[src/rtl/ram_rw_arbiter.sv]
// Round-robin read/write arbiter sharing one single-port synchronous RAM between requesters A and B.
// Define ARB_STATS_EN to add per-requester grant counters (cnt_a/cnt_b) with a synchronous clear.
module ram_rw_arbiter #(
    parameter int unsigned ADDR_WIDTH = 2,
    parameter int unsigned DATA_WIDTH = 4
) (
    input  logic                  clk_2,
    input  logic                  reset,
    input  logic                  req_a,
    input  logic                  we_a,
    input  logic [ADDR_WIDTH-1:0] addr_a,
    input  logic [DATA_WIDTH-1:0] wdata_a,
    output logic                  gnt_a,
    output logic                  rvalid_a,
    output logic [DATA_WIDTH-1:0] rdata_a,
    input  logic                  req_b,
    input  logic                  we_b,
    input  logic [ADDR_WIDTH-1:0] addr_b,
    input  logic [DATA_WIDTH-1:0] wdata_b,
    output logic                  gnt_b,
    output logic                  rvalid_b,
    output logic [DATA_WIDTH-1:0] rdata_b,
    output logic                  mem_we,
    output logic [ADDR_WIDTH-1:0] mem_addr,
    output logic [DATA_WIDTH-1:0] mem_wdata,
    input  logic [DATA_WIDTH-1:0] mem_rdata,
`ifdef ARB_STATS_EN
    input  logic                  clr_stats,
    output logic [7:0]            cnt_a,
    output logic [7:0]            cnt_b,
`endif
    output logic                  busy
);

    typedef enum logic [1:0] {IDLE, ISSUE, READ, RESP} state_e;

    state_e                state_q, state_d;
    logic                  win_b_q, win_b_d;
    logic                  last_b_q, last_b_d;
    logic                  we_q, we_d;
    logic [ADDR_WIDTH-1:0] addr_q, addr_d;
    logic [DATA_WIDTH-1:0] wdata_q, wdata_d;
    logic [DATA_WIDTH-1:0] rdata_a_q, rdata_a_d;
    logic [DATA_WIDTH-1:0] rdata_b_q, rdata_b_d;
    logic                  pick_b;

    // B wins only when alone, or on a tie when A took the previous grant
    assign pick_b = req_b & (~req_a | ~last_b_q);

    always_ff @(posedge clk_2 or posedge reset) begin
        if (reset) begin
            state_q   <= IDLE;
            win_b_q   <= 1'b0;
            last_b_q  <= 1'b1;
            we_q      <= 1'b0;
            addr_q    <= '0;
            wdata_q   <= '0;
            rdata_a_q <= '0;
            rdata_b_q <= '0;
        end else begin
            state_q   <= state_d;
            win_b_q   <= win_b_d;
            last_b_q  <= last_b_d;
            we_q      <= we_d;
            addr_q    <= addr_d;
            wdata_q   <= wdata_d;
            rdata_a_q <= rdata_a_d;
            rdata_b_q <= rdata_b_d;
        end
    end

    always_comb begin
        state_d   = state_q;
        win_b_d   = win_b_q;
        last_b_d  = last_b_q;
        we_d      = we_q;
        addr_d    = addr_q;
        wdata_d   = wdata_q;
        rdata_a_d = rdata_a_q;
        rdata_b_d = rdata_b_q;
        unique case (state_q)
            IDLE: begin
                if (req_a | req_b) begin
                    state_d  = ISSUE;
                    win_b_d  = pick_b;
                    last_b_d = pick_b;
                    we_d     = pick_b ? we_b    : we_a;
                    addr_d   = pick_b ? addr_b  : addr_a;
                    wdata_d  = pick_b ? wdata_b : wdata_a;
                end
            end
            ISSUE: state_d = we_q ? IDLE : READ;
            READ: begin
                state_d = RESP;
                if (win_b_q) rdata_b_d = mem_rdata;
                else         rdata_a_d = mem_rdata;
            end
            RESP:    state_d = IDLE;
            default: state_d = IDLE;
        endcase
    end

    always_comb begin
        busy      = (state_q != IDLE);
        gnt_a     = (state_q == ISSUE) & ~win_b_q;
        gnt_b     = (state_q == ISSUE) &  win_b_q;
        rvalid_a  = (state_q == RESP)  & ~win_b_q;
        rvalid_b  = (state_q == RESP)  &  win_b_q;
        mem_we    = (state_q == ISSUE) &  we_q;
        mem_addr  = addr_q;
        mem_wdata = wdata_q;
        rdata_a   = rdata_a_q;
        rdata_b   = rdata_b_q;
    end

`ifdef ARB_STATS_EN
    logic [7:0] cnt_a_q, cnt_b_q;

    // Clear takes priority over a grant in the same cycle
    always_ff @(posedge clk_2 or posedge reset) begin
        if (reset) begin
            cnt_a_q <= 8'd0;
            cnt_b_q <= 8'd0;
        end else if (clr_stats) begin
            cnt_a_q <= 8'd0;
            cnt_b_q <= 8'd0;
        end else begin
            if (gnt_a) cnt_a_q <= cnt_a_q + 8'd1;
            if (gnt_b) cnt_b_q <= cnt_b_q + 8'd1;
        end
    end

    assign cnt_a = cnt_a_q;
    assign cnt_b = cnt_b_q;
`endif

endmodule

[config.mk]
export PLATFORM = sky130hd
export DESIGN_NAME = ram_rw_arbiter
export DESIGN_NICKNAME = d
export VERILOG_FILES = /design/src/rtl/ram_rw_arbiter.sv
export SDC_FILE = /design/constraint.sdc
export NUM_CORES = 1
export LEC_CHECK = 0
export CAP_MARGIN = 20
export CORE_MARGIN = 5
export CORE_UTILIZATION = 39
export DETAILED_ROUTE_END_ITERATION = 12
export HOLD_SLACK_MARGIN = 0.08
export PLACE_DENSITY = 0.79
export SYNTH_ARGS = -nofsm -noshare
export SYNTH_HDL_FRONTEND = slang
export SYNTH_SLANG_ARGS = --single-unit
[constraint.sdc]
create_clock -name clk_2 -period 1.9 [get_ports clk_2]
set_input_delay 0.475 -clock clk_2 [delete_from_list [all_inputs] [get_ports clk_2]]
set_output_delay 0.475 -clock clk_2 [all_outputs]
set_load 0.02 [all_outputs]
Word-level counts from Yosys, hierarchy flattened
Cells that the tools add are included.

word-level totals
  register bits after elaboration = 19
  input port bits = 22
  output and inout port bits = 20
  word-level logic and storage cells = 34

operators by class
  equality and inequality tests = 4
  muxes and demuxes = 6
  bitwise logic cells = 11
  reductions and logical operators = 5

operators with widths
  cell                                                 number
  one-hot mux 2 bit (4 select lines)                   1
  AND 1 bit                                            6
  2-to-1 mux 2 bit                                     3
  AND reduction 2 bit                                  3
  equality test 2 bit, second input constant           2
  2-to-1 mux 4 bit                                     1
  inverter 1 bit                                       3
  equality test 2 x 1 -> 1 bit, second input constant  1
  zero test 2 bit                                      1
  != test 2 bit, second input constant                 1
  bitwise OR 1 bit                                     2
  nonzero test 2 bit                                   1
  2-to-1 mux 1 bit                                     1

Depth between registers and ports, before layout
Gate-level depths: netlist of run 1.

  depth in word-level cells = 4
  gate-level depth with buffers = 5
  depth with buffers taken out = 3

Least setup slack after synthesis of run 1
No wires, ideal clock.

  kind = in2reg
  start = in req_a
  end = reg win_b_q
  setup time = 125 ps
  arrival time = 1358 ps
  data required time = 1775 ps
  setup slack = 417 ps
  stages = 5
  buffers on the path = 2
  cells stage by stage = or2_1 > buf_6 > and2_4 > buf_6 > mux2_4

between the ends
  longest elaborated chain between the ends = 3
  elaborated cells on any way between the ends = 5
  those cells by class = bitwise (4); reduce/logical (1)

ends and longest elaborated chain
  item                  line  text
  from (decl)           9     input logic req_a,
  inverter 1 bit        48    assign pick_b = req_b & (~req_a | ~last_b_q);
  bitwise OR 1 bit      48
  AND 1 bit             48
  to (signal assigned)  62    win_b_q <= win_b_d;
  to (decl)             38    logic win_b_q, win_b_d;

Parallel ways exist; a longest one is shown, timed or not.
A chain may end at the register's enable or synchronous reset.

==> metrics, run 1 <==
status finished clean; Sink Count 19; die height ~57 µm; GRT overflow 0; hold crit path type in2async; CP Class reg2out; synth top area cells dfrtp_1, mux2_2, a21oi_1; post-layout instance area 1340 µm²; HPWL Detailed 1.70 mm; Max Freq 0.556 GHz; Initial DRT Pass Iterations 4; final net count 144; Crit. End Element primary output; DR vias about 720; I/O pins 42; crit path DAT between 1 and 1.5 ns; total track usage roughly an eighth; Cell variety after synth 18; n_diodes 0; CTS buffer count 3; Vias/cell 4.86; Skew-Pair Late Insertion Delay 0.29 ns; Max Cap Viol 0; synthesized area 870 µm²; Worst setup SP type flip-flop; fraction of layout cells with a size suffix above 1 17.4%; number of global-route vias before repair 758; multi-input logic area 347 µm²; hold buffer count at CTS 0; Setup Viol. Count Final 0; Worst Skew about 0.0011 ns; cell taking the most area after synthesis dfrtp_1; syn_nets 97; final slew viol count 0; global-route wire length before repair 3.35 mm; total detailed-routing wirelength ~2.1 mm; post-synthesis instance total 75; Peak VDD IR 1.04 mV; # fillers between 200 and 250; routability cong. 0.777; CP max FO 4; storage element area 477 µm²; syn_area_per_cell 11.6 µm²; Yosys warnings 0; WL per Instance 13.9 µm; Die W about 57 µm; # port buffers 41; die area 3270 µm²; WP data required 1.42 ns; post-synth top area share around 52%; # resized after CTS 6; Leakage 0.599 nW; htree depth 1; setup TNS 0 ns; P per Cell Area 1550 nW/µm²; RSZ-0062 raised after global routing no; Max-slew headroom 73.9%; core area 2170 µm²; synthesis-to-finish area growth 54.1%; Max Buffers Root-to-Sink 2; Seq cells post-synth 19; clock root buffer clkbuf_4; final hold vios 0; CTS tree done; initial core utilization 40.1%; Slew @ Worst Pin 0.390 ns; Post-CTS Setup Inserts 0; Post-DRT Antenna Nets 0; Clock Pin Slew Worst Setup and Hold Paths 0.10 ns; Seq/Total Area, Yosys 54.8%; DP Area 1320 µm²; period utilization ~95%; DRC 0; initial antenna violation count 0; largest net degree at the start of global routing 20; 1st-iter DRT viols 15; # rows 17; clock period minus final worst setup slack 1.80 ns
cells by family after synthesis:
kind of cell           after synthesis  share of synthesized area, %
buffers and inverters                8                          5.32
muxes                               17                          21.9
and+or+nand+nor                     15                          8.49
DFF                                 19                          54.8
AOI/OAI and AO/OA                   16                          9.50
cell usage after synthesis:
master / number
and2_4: 1
buf_2: 1
clkbuf_1: 1
nand2_1: 1
a21oi_1: 14
buf_6: 2
dfstp_2: 1
or2_1: 2
nor2_2: 1
inv_1: 4
mux2i_1: 7
o21ai_0: 1
nor2_1: 8
a21boi_0: 1
nand2b_1: 2
mux2_2: 8
mux2_4: 2
dfrtp_1: 18
cells in the final DEF, fill, tap and decap left out:
cell             synthesis  routed
mux2_2                   8       8
nand2_1                  1       1
or2_1                    2       2
a21boi_0                 1       1
nor2_1                   8       8
dfstp_2                  1       1
nand2b_1                 2       2
buf_4                    0       5
and2_4                   1       1
clkdlybuf4s50_1          0      35
mux2_4                   2       2
a21oi_1                 14      14
clkbuf_1                 1       1
clkbuf_4                 0       3
mux2i_1                  7       7
dlygate4sd2_1            0       6
inv_1                    4       4
dfrtp_1                 18      18
o21ai_0                  1       1
nor2_2                   1       1
sequential cells by signal, summed over array words and instances, names as in the netlist, named ones only:
signal     cells
state_q        1
last_b_q       1
we_q           1
mem_wdata      4
win_b_q        1
rdata_a        4
rdata_b        4
mem_addr       2
metrics by stage:
| stage | power [W] | hold WS [ns] | setup WS, ns | utilization, % | std cells |
|---|---|---|---|---|---|
| 3_5_place_dp | 0.00193 | 0.492 | 0.0944 | 60.9 | 145 |
| 4_1_cts | 0.00210 | 0.489 | 0.0799 | 61.8 | 149 |
| 6_report | 0.00207 | 0.490 | 0.103 | 61.8 | 149 |
| 2_1_floorplan | 0.00137 | 0.425 | 0.417 | - | 75 |
| 3_3_place_gp | 0.00189 | 0.490 | 0.168 | 60.9 | 145 |
| 5_1_grt | 0.00220 | 0.497 | 0.0162 | 61.8 | 149 |
area by class of cell:
type | count | area share (%)
flip-flops and latches | 19 | 35.6
multi-input cells | 48 | 25.9
repair buffers | 46 | 32.9
well taps | 28 | 2.61
inverters | 4 | 1.12
clock buffers | 4 | 1.96
critical path, cell delays in order, from the launching register on:
cell and delay (ns):
dfrtp_1 0.39, buf_4 0.15, nor2_2 0.12, inv_1 0.06
dlygate4sd2_1 0.31
report_power, final:
| group | total, W | leakage, nW | internal (W) | switching (W) |
|---|---|---|---|---|
| registers | 0.000737 | 0.219 | 0.000610 | 0.000127 |
| logic | 0.00113 | 0.365 | 0.000578 | 0.000557 |
| clock network | 0.000201 | 0.0150 | 0.0000818 | 0.000119 |
| total | 0.00207 | 0.599 | 0.00127 | 0.000802 |
final timing paths:
check                           start    endpoint  slack, ns  cells after the start
setup / recovery            flip-flop        busy       0.10                      4
setup reg to reg            flip-flop     win_b_q       0.45                      5
max in group asynchronous       reset    last_b_q       1.15                      3
hold / removal                  reset  rdata_a[3]       0.49                      3
hold reg to reg            rdata_b[3]  rdata_b[3]       0.51                      1
min in group clk_2         rdata_b[3]  rdata_b[3]       0.51                      1
metal layers:
layer | up-vias | wire [µm] | part of all wire, % | GRT usage [%]
met5 | - | 0 | 0 | 0
met4 | 0 | 27 | 1.3 | 4.97
met3 | 2 | 70 | 3.4 | 1.13
met2 | 18 | 1120 | 54 | 23.2
met1 | 355 | 851 | 41 | 15.5
li1 | 349 | - | - | -
Note: power is estimated with default switching activity, not from simulation.
==> inputs of run 2 (changes only) <==
CORE_UTILIZATION = 42   (was 39)
PLACE_DENSITY = 0.84   (was 0.79)
clock period = 2.24 ns   (was 1.9 ns; I/O delays follow)
==> metrics, run 2 (synthesized netlist as in run 1, its figures left out) <==
CTS tree done; P per Cell Area 1330 nW/µm² (-14%); HP Start rdata_b[0]; Slew @ Worst Pin 0.359 ns (-0.0312 ns); final slew viol count 0 (unchanged); DP Area 1310 µm² (-1.2%); HPWL Detailed 1.73 mm (+1.9%); worst path cell trace inv_1, nor2_1, clkdlybuf4s50_1; WHS 0.518 ns (+0.0279 ns); die area 3080 µm² (-5.9%); Max Cap Viol 0 (unchanged); largest net degree at the start of global routing 20 (unchanged); Buffers & Inverters on Critical Path 2 (-1); Sink Count 19 (unchanged); die height 55.5 µm (-3.0%); Initial DRT Pass Iterations 4 (unchanged); final hold vios 0 (unchanged); CP max FO 5 (+1); RR Endpoint rdata_a[1]; WHS Endpoint rdata_b[0]; setup TNS 0 ns (unchanged); RSZ-0062 raised after global routing no; global-route wire length before repair 3.51 mm (+4.8%); CP Class reg2out; initial antenna violation count 0 (unchanged); n_diodes 0 (unchanged); clock root buffer clkbuf_4; total detailed-routing wirelength 2.13 mm (+3.0%); GRT overflow 0 (unchanged); Max Freq 0.473 GHz; met3 WL 73 µm (+4.3%); CP delay by family, top buffers and inverters; Post-DRT Antenna Nets 0 (unchanged); DR vias 695 (-4.0%); synthesis-to-finish area growth 54.0% (about the same); status finished clean; most common cell after layout, fill and taps aside clkdlybuf4s50_1; fraction of layout cells with a size suffix above 1 16.0% (-1.4 points); Max-slew headroom 76.0% (+2.1 points); DRC 0 (unchanged); commonest non-fill, non-tap cells in the layout clkdlybuf4s50_1, dfrtp_1, a21oi_1; Worst Skew 0.00156 ns (+0.000485 ns); hold buffer count at CTS 0 (unchanged); number of global-route vias before repair 770 (+1.6%); initial core utilization 44.3% (+4.2 points); Setup Viol. Count Final 0 (unchanged); post-layout instance area 1340 µm² (about the same); depth of the worst hold-timing path 1; 1st-iter DRT viols 9 (-6); reg2reg start state_q[0]; largest stage delay on the critical path 0.61 ns (+0.22 ns); top sig layer met4; htree depth 1 (unchanged); WP data required 1.68 ns (+0.26 ns); final net count 142 (-1.4%); Clock Pin Slew Worst Setup and Hold Paths 0.10 ns (about the same); # rows 16 (-1); WL per Instance 14.6 µm (+5.1%); Worst path slowest cell clkdlybuf4s50_1; Crit. End Element primary output; period utilization 94.5%; Die W 55.5 µm (-3.0%); R2R depth 3 (-2); crit path DAT 1.56 ns (+0.24 ns); WL met2 1.20 mm (+7.2%); total track usage 14.5% (+1.8 points); Worst setup SP type flip-flop; Skew-Pair Late Insertion Delay 0.30 ns (about the same); clock period minus final worst setup slack 2.12 ns; routability cong. 0.784 (+0.94%); CTS buffer count 3 (unchanged); Peak VDD IR 0.737 mV (-29%); Leakage 0.615 nW (+2.6%); met1 wire length 797 µm (-6.3%); core area 1960 µm² (-9.6%); reg-to-reg slack, setup 0.84 ns (+0.39 ns); I/O pins 42 (unchanged); hold crit path type reg2reg; Max Buffers Root-to-Sink 2 (unchanged); # port buffers 41 (unchanged); Vias/cell 4.76 (-2.0%)
[run 2: power breakdown]
| part | internal [W] | switching, W | total, W |
|---|---|---|---|
| logic | 0.000504 | 0.000475 | 0.000979 |
| registers | 0.000517 | 0.000109 | 0.000626 |
| clock network | 0.0000694 | 0.000105 | 0.000175 |
| total | 0.00109 | 0.000689 | 0.00178 |
[run 2: worst register-to-register path, cell delays in order (launching register included)]
cell and delay, ns:
dfrtp_1 0.43, nand2b_1 0.18, nor2_1 0.30, mux2_2 0.38
[run 2: metrics by stage]
step / util (%) / setup WS (ns) / power, W / cells
2_1_floorplan: - / 0.672 / 0.00116 / 75
3_5_place_dp: 66.5 / 0.231 / 0.00163 / 142
3_3_place_gp: 66.5 / 0.289 / 0.00159 / 142
4_1_cts: 67.9 / 0.00253 / 0.00181 / 146
5_1_grt: 68.2 / 0.0546 / 0.00189 / 146
6_report: 68.2 / 0.124 / 0.00178 / 146
[run 2: metal layers]
metal  GRT usage (%)  vias to the layer above
met2            26.7                       17
li1                -                      342
met1            15.3                      332
met3            1.86                        4
met4            9.38                        0
met5               0                        -
[run 2: repair_timing]
item / CTS / global route
setup endpoints to repair: 0 / 3
setup buffers: 0 / 0
gates resized for setup: 0 / 3
[run 2: worst max path at each step]
stage / cells past startpoint / slack (ns) / to / from
final: 3 / 0.12 / rvalid_b / win_b_q
after global routing: 3 / 0.05 / rvalid_a / flip-flop
after CTS: 3 / 0.003 / gnt_b / flip-flop
after detailed placement: 4 / 0.23 / win_b_q / req_a
after global placement: 4 / 0.29 / win_b_q / req_b
after floorplan: 5 / 0.67 / win_b_q / req_a
[run 2: cell type report]
class                           count  area [µm²]
Fill cell                         176         623
Sequential cell                    19         477
Timing Repair Buffer               44         440
Multi-Input combinational cell     48         347
Tap cell                           27        33.8
Clock buffer                        4        26.3
Inverter                            4        15.0
